<file path="src/rtl/replica_pkg.sv">
// Shared types for the replica-exchange link: commands, order words, tour totals and link beats.
// Also holds the tx FSM state encoding.
package replica_pkg;

  localparam int unsigned city_num        = 30;
  localparam int unsigned city_bits       = 7;
  localparam int unsigned cities_per_word = 8;
  localparam int unsigned city_div        = (city_num + cities_per_word - 1) / cities_per_word;
  localparam int unsigned city_div_log    = (city_div > 1) ? $clog2(city_div) : 1;
  localparam int unsigned data_w          = city_bits * cities_per_word;
  localparam int unsigned total_w         = 23;

  typedef enum logic [1:0] {
    NOP  = 2'd0,
    SELF = 2'd1,
    PREV = 2'd2,
    FOLW = 2'd3
  } exchange_command_t;

  typedef logic [data_w-1:0]  replica_data_t;
  typedef logic [total_w-1:0] total_data_t;

  // One beat on the exchange fabric; the receiver uses the same layout.
  typedef struct packed {
    replica_data_t     data;
    exchange_command_t dir;
    logic              last;
  } exchange_beat_t;

  typedef enum logic [1:0] {
    ST_IDLE  = 2'd0,
    ST_READ  = 2'd1,
    ST_DRAIN = 2'd2
  } tx_state_t;

  function automatic logic is_transfer(exchange_command_t c);
    return (c == PREV) || (c == FOLW);
  endfunction

endpackage

</file>
<file path="src/rtl/replica_tx_skid.sv">
// Two-entry skid FIFO for outgoing exchange beats; the head is held in a register.
module replica_tx_skid
  import replica_pkg::*;
(
  input  logic           clk,
  input  logic           reset,
  input  logic           push,
  input  exchange_beat_t push_beat,
  input  logic           pop,
  output logic           head_valid,
  output exchange_beat_t head_beat,
  output logic [1:0]     count
);

  exchange_beat_t slot0_q;
  exchange_beat_t slot1_q;
  logic [1:0]     count_q;

  always_ff @(posedge clk) begin
    if (reset) begin
      slot0_q <= '0;
      slot1_q <= '0;
      count_q <= 2'd0;
    end else begin
      unique case ({push, pop})
        2'b10: begin
          if (count_q == 2'd0) slot0_q <= push_beat;
          else                 slot1_q <= push_beat;
          count_q <= 2'(count_q + 2'd1);
        end
        2'b01: begin
          slot0_q <= slot1_q;
          count_q <= 2'(count_q - 2'd1);
        end
        2'b11: begin
          // Count unchanged: the new beat lands behind whatever remains.
          if (count_q == 2'd1) begin
            slot0_q <= push_beat;
          end else begin
            slot0_q <= slot1_q;
            slot1_q <= push_beat;
          end
        end
        default: ;
      endcase
    end
  end

  assign head_valid = (count_q != 2'd0);
  assign head_beat  = slot0_q;
  assign count      = count_q;

endmodule

</file>
<file path="src/rtl/replica_exchange_tx.sv">
// Streams one replica's city order from local RAM to a neighbour over a valid/ready link.
// Build option REPLICA_TX_CHECKSUM_EN appends an XOR checksum beat to every transfer.
module replica_exchange_tx
  import replica_pkg::*;
#(
  parameter int unsigned WORDS = city_div,
  parameter int unsigned AW    = city_div_log
) (
  input  logic              clk,
  input  logic              reset,
  input  logic              cmd_valid,
  input  exchange_command_t cmd,
  input  total_data_t       cmd_total,
  output logic              cmd_ready,
  output logic              rd_en,
  output logic [AW-1:0]     rd_addr,
  input  replica_data_t     rd_data,
  output logic              tx_valid,
  input  logic              tx_ready,
  output replica_data_t     tx_data,
  output exchange_command_t tx_dir,
  output logic              tx_last,
  output total_data_t       tx_total,
  output logic              tx_done
);

  tx_state_t         state_q;
  tx_state_t         state_d;
  logic [AW-1:0]     rd_cnt_q;
  logic              resp_valid_q;
  logic              resp_last_q;
  exchange_command_t dir_q;
  total_data_t       total_q;
  logic              done_q;

  logic              accept;
  logic              xfer_accept;
  logic              pop;
  logic              push;
  logic              last_read;
  logic [2:0]        held_after_pop;
  exchange_beat_t    push_beat;
  exchange_beat_t    head_beat;
  logic              head_valid;
  logic [1:0]        fifo_count;

  assign accept      = cmd_valid && (state_q == ST_IDLE);
  assign xfer_accept = accept && is_transfer(cmd);
  assign pop         = head_valid && tx_ready;
  assign last_read   = (rd_cnt_q == AW'(WORDS - 1));
  // Words the FIFO must still absorb once this cycle's pop leaves; caps reads at two outstanding.
  assign held_after_pop = 3'(fifo_count) + 3'(resp_valid_q) - 3'(pop);

  always_ff @(posedge clk) begin
    if (reset) state_q <= ST_IDLE;
    else       state_q <= state_d;
  end

  always_comb begin
    state_d = state_q;
    unique case (state_q)
      ST_IDLE:  if (xfer_accept) state_d = ST_READ;
      ST_READ:  if (rd_en && last_read) state_d = ST_DRAIN;
      ST_DRAIN: if (pop && head_beat.last) state_d = ST_IDLE;
      default:  state_d = ST_IDLE;
    endcase
  end

  always_comb begin
    cmd_ready = 1'b0;
    rd_en     = 1'b0;
    unique case (state_q)
      ST_IDLE: cmd_ready = 1'b1;
      ST_READ: rd_en     = (held_after_pop < 3'd2);
      default: ;
    endcase
  end

  // Read address, response tracking and per-transfer context.
  always_ff @(posedge clk) begin
    if (reset) begin
      rd_cnt_q     <= '0;
      resp_valid_q <= 1'b0;
      resp_last_q  <= 1'b0;
      dir_q        <= NOP;
      total_q      <= '0;
      done_q       <= 1'b0;
    end else begin
      resp_valid_q <= rd_en;
      resp_last_q  <= rd_en && last_read;
      done_q       <= (accept && (cmd == SELF)) ||
                      ((state_q == ST_DRAIN) && pop && head_beat.last);
      if (xfer_accept) begin
        rd_cnt_q <= '0;
        dir_q    <= cmd;
        total_q  <= cmd_total;
      end else if (rd_en) begin
        rd_cnt_q <= rd_cnt_q + AW'(1);
      end
    end
  end

`ifdef REPLICA_TX_CHECKSUM_EN
  replica_data_t csum_q;
  logic          csum_pend_q;
  logic          csum_push;

  // The checksum slot takes a FIFO entry only after every data word has landed.
  assign csum_push = csum_pend_q && !resp_valid_q && (held_after_pop < 3'd2);
  assign push      = resp_valid_q || csum_push;

  always_ff @(posedge clk) begin
    if (reset) begin
      csum_q      <= '0;
      csum_pend_q <= 1'b0;
    end else if (xfer_accept) begin
      csum_q      <= '0;
      csum_pend_q <= 1'b0;
    end else begin
      if (resp_valid_q) csum_q <= csum_q ^ rd_data;
      if (resp_valid_q && resp_last_q) csum_pend_q <= 1'b1;
      else if (csum_push)              csum_pend_q <= 1'b0;
    end
  end

  always_comb begin
    push_beat.data = resp_valid_q ? rd_data : csum_q;
    push_beat.dir  = dir_q;
    push_beat.last = !resp_valid_q;
  end
`else
  assign push = resp_valid_q;

  always_comb begin
    push_beat.data = rd_data;
    push_beat.dir  = dir_q;
    push_beat.last = resp_last_q;
  end
`endif

  replica_tx_skid u_skid (
    .clk        (clk),
    .reset      (reset),
    .push       (push),
    .push_beat  (push_beat),
    .pop        (pop),
    .head_valid (head_valid),
    .head_beat  (head_beat),
    .count      (fifo_count)
  );

  assign rd_addr  = rd_cnt_q;
  assign tx_valid = head_valid;
  assign tx_data  = head_beat.data;
  assign tx_last  = head_valid && head_beat.last;
  assign tx_dir   = head_valid ? head_beat.dir : dir_q;
  assign tx_total = total_q;
  assign tx_done  = done_q;

endmodule

</file>
<file path="config.mk">
export PLATFORM = sky130hd
export DESIGN_NAME = replica_exchange_tx
export DESIGN_NICKNAME = d
export VERILOG_FILES = /design/src/rtl/replica_pkg.sv /design/src/rtl/replica_tx_skid.sv /design/src/rtl/replica_exchange_tx.sv
export SDC_FILE = /design/constraint.sdc
export NUM_CORES = 1
export LEC_CHECK = 0
export BUFFER_PORTS_ARGS = -buffer_cell sky130_fd_sc_hd__buf_2
export CAP_MARGIN = 10
export CORE_UTILIZATION = 59
export DETAILED_ROUTE_END_ITERATION = 16
export PLACE_DENSITY = 0.85
export SLEW_MARGIN = 15
export SYNTH_ARGS = -nofsm -noshare
export SYNTH_HDL_FRONTEND = slang
export SYNTH_SLANG_ARGS = --single-unit
</file>
<file path="constraint.sdc">
create_clock -name clk -period 8.3 [get_ports clk]
set_clock_uncertainty 0.2 [all_clocks]
set_input_delay 1.245 -clock clk [delete_from_list [all_inputs] [get_ports clk]]
set_output_delay 1.245 -clock clk [all_outputs]
set_load 0.03 [all_outputs]
</file>
==> flow_metrics.py <==
metrics = {
    "outcome": {
        "outcome": "finished, final reports clean",
    },
    "sta": {
        "max_freq_mhz": 198,
        "setup_violations": 0,
        "period_share": 0.610,
        "period_needed_ns": 5.06,
        "rsz0062_at_grt": "false",
        "whs_ns": 0.251,
        "fin_ws_ns": 3.24,
        "slew_viol_final": 0,
        "tns_ns": 0,
        "hold_viol": 0,
        "worstMarginPinSlew_ns": 1.08,
        "slew_headroom": 0.275,
    },
    "synthesis": {
        "synth-xor-area-share": 0.00436,
        "synth-simple-area-share": 0.206,
        "synth_fa_ha_area_frac": 0.0103,
        "synth_mux_area_frac": 0.0807,
        "yosys_warnings": 0,
        "synth_nets": 987,
        "syn_area_sq_mm": 0.00804,
        "yosysSeqAreaShare": 0.379,
        "synth_top_family_by_area": "compound AO/OA/AOI/OAI gates",
        "syn_avg_cell_area_sq_um": 8.97,
        "synth-compound-area-share": 0.210,
        "syn_inst": 896,
        "ys_ff_latch": 152,
        "post_synth_num_cell_types": 36,
    },
    "routing": {
        "totalWireLength_um": 17600,
        "drtPass1Iterations": 5,
        "drc": 0,
        "highest_layer": "met4",
        "dr_wl_met2_um": 8370,
        "ant_nets": 0,
        "drt_iter0_drc": 543,
        "met1_length_um": 8010,
        "via_count": 6475,
        "wl_per_cell_um": 15.4,
        "wl_met3_um": 1020,
        "via_per_inst": 5.65,
    },
    "job": {
        "cap_violations": 0,
    },
    "power_and_ir_drop": {
        "worst_ir_drop_vdd_mv": 0.256,
        "p_per_area_mw_per_mm2": 319,
        "power_uw": 2880,
        "leakage_uw": 0.00366,
    },
    "floorplanning": {
        "start_util": 0.607,
        "dieArea_sq_mm": 0.0141,
        "die_h_um": 119,
        "pin_count": 173,
        "die_x_um": 119,
        "core_area_sq_mm": 0.0132,
        "rows": 42,
    },
    "place": {
        "place_ws_ns": 3.76,
        "hpwlAfterDp_um": 10300,
        "port_buffers": 172,
        "gp_congestion": 0.815,
    },
    "clock_tree": {
        "clockBufferDepth": 2,
        "hold_buffers": 0,
        "clkSlewWorstSetupHoldPaths_ns": 0.06,
        "clk_latency_ns": 0.42,
        "cts_tree": "done",
        "cts_root_buf": "clkbuf_16",
        "cts_made_buffers": 17,
        "htree_levels": 4,
        "cts_resized": 0,
        "cts.sinks": 152,
        "cts_setup_buffers": 0,
    },
    "worst_setup_path": {
        "cp-end-kind": "output pin",
        "crit_path_start_kind": "register",
        "criticalPathCategory": "reg2out",
        "arrival_ns": 3.62,
        "cp_max_fo": 45,
        "critPathRequiredTime_ns": 6.86,
    },
    "grt": {
        "antenna_found_initial": 1,
        "overflow": 0,
        "grt_max_degree": 120,
        "grt_pass1_wl_um": 29500,
        "grt.total_usage": 0.255,
        "grt_pass1_vias": 6162,
    },
    "layout": {
        "nNetsFinal": 1047,
        "fillers": 1080,
        "fin_util": 0.681,
        "drive_gt1_frac": 0.229,
        "syn_to_final_growth_pct": 12.2,
    },
    "min_path": {
        "min_path_type": "reg2reg",
    },
}
critical path, cell delays in order, from the launching register on:
cell and delay, ns:
dfxtp_1 0.37, inv_1 0.12, ha_2 0.53, buf_4 0.53, inv_1 0.18, a21oi_1 0.18
o21ai_0 0.11, fa_1 0.45, xnor2_1 0.26, nand2_1 0.14, inv_1 0.10, buf_2 0.20
metal layers:
metal,vias up,global-route usage
li1,3244,-
met2,163,0.408
met3,18,0.0598
met4,0,0.0926
met5,-,0
met1,3050,0.334
path summary, 6_finish.rpt:
check                                     start          end  slack [ns]  cells past startpoint
worst max-delay path            u_skid.count[1]        rd_en        3.24                     11
worst min-delay path                tx_total[0]  tx_total[0]        0.25                      2
worst max register to register  u_skid.count[1]   rd_addr[0]        4.81                     10
worst min register to register      tx_total[0]  tx_total[0]        0.25                      2
cell type report:
| class | instances | area (sq um) | share of cell area |
|---|---|---|---|
| clock buffer | 17 | 425 | 0.0472 |
| tap | 176 | 220 | 0.0244 |
| sequential | 152 | 3040 | 0.338 |
| timing repair buffer | 179 | 916 | 0.102 |
| clock inverter | 15 | 191 | 0.0212 |
| antenna | 1 | 2.50 | 0.000278 |
| inverter | 8 | 30.0 | 0.00333 |
| multi-input combinational | 598 | 4180 | 0.464 |
state kept, by name, summed over array words and instances, names as in the netlist, 2 cells and up:
name / cells
u_skid.count: 2
u_skid.head_beat: 59
u_skid.slot1_q: 59
rd_addr: 2
tx_total: 23
dir_q: 2
state_q: 2
cells in the mapped netlist, drive strengths merged:
| cell | number | share of area |
|---|---|---|
| nor3b | 1 | 0.00093 |
| nand2 | 49 | 0.023 |
| nor3 | 1 | 0.00062 |
| nand3 | 2 | 0.0012 |
| nor4bb | 2 | 0.0025 |
| a211oi | 2 | 0.0019 |
| nand3b | 2 | 0.0019 |
| inv | 8 | 0.0037 |
| o21a | 1 | 0.00093 |
| a21oi | 29 | 0.018 |
| a221oi | 59 | 0.064 |
| xnor2 | 1 | 0.0011 |
| dfxtp | 152 | 0.38 |
| ha | 5 | 0.0078 |
| mux2i | 61 | 0.076 |
| nor2b | 61 | 0.047 |
| xor2 | 3 | 0.0033 |
| o32ai | 59 | 0.064 |
| fa | 1 | 0.0025 |
| a31oi | 1 | 0.00078 |
| o21bai | 59 | 0.055 |
| a21boi | 1 | 0.00093 |
| nor2 | 66 | 0.031 |
| clkbuf | 41 | 0.019 |
| or3 | 1 | 0.00078 |
| nand4bb | 1 | 0.0014 |
| mux2 | 3 | 0.0042 |
| a211o | 1 | 0.0011 |
| nand2b | 120 | 0.093 |
| and3b | 2 | 0.0022 |
| o21ai | 4 | 0.0030 |
| buf | 97 | 0.087 |
logic make-up after synthesis:
family	count (synthesis)
AO/OA/AOI/OAI	216
XOR/XNOR	4
adder cells (fa/ha/maj)	6
buffers and inverters	146
flip-flops	152
multiplexers	64
AND/OR/NAND/NOR	308
power by group:
group | internal (uW) | switching, uW
Combinational | 376 | 747
Sequential | 856 | 89.7
Clock | 480 | 327
placed cells by master (no fill, tap or decap), types with 3 or more instances in the layout:
cell type,n
o32ai_1,59
nor2_1,66
a21oi_1,29
nor2b_1,60
a221oi_1,59
clkbuf_16,17
nand2_1,49
nand2b_1,120
dfxtp_1,152
o21ai_0,3
bufinv_16,3
ha_1,3
buf_4,8
inv_1,8
clkinvlp_4,3
inv_6,6
buf_2,171
clkinv_4,3
mux2i_1,59
xor2_1,3
o21bai_1,59
per-stage QoR:
stage | area [sq um] | cells
global placement | 8380 | 1113
finish | 9010 | 1146
floorplan | 8040 | 896
detailed placement | 8380 | 1113
global route | 9010 | 1145
CTS | 9000 | 1145
Power figures use the tool's default switching activity.
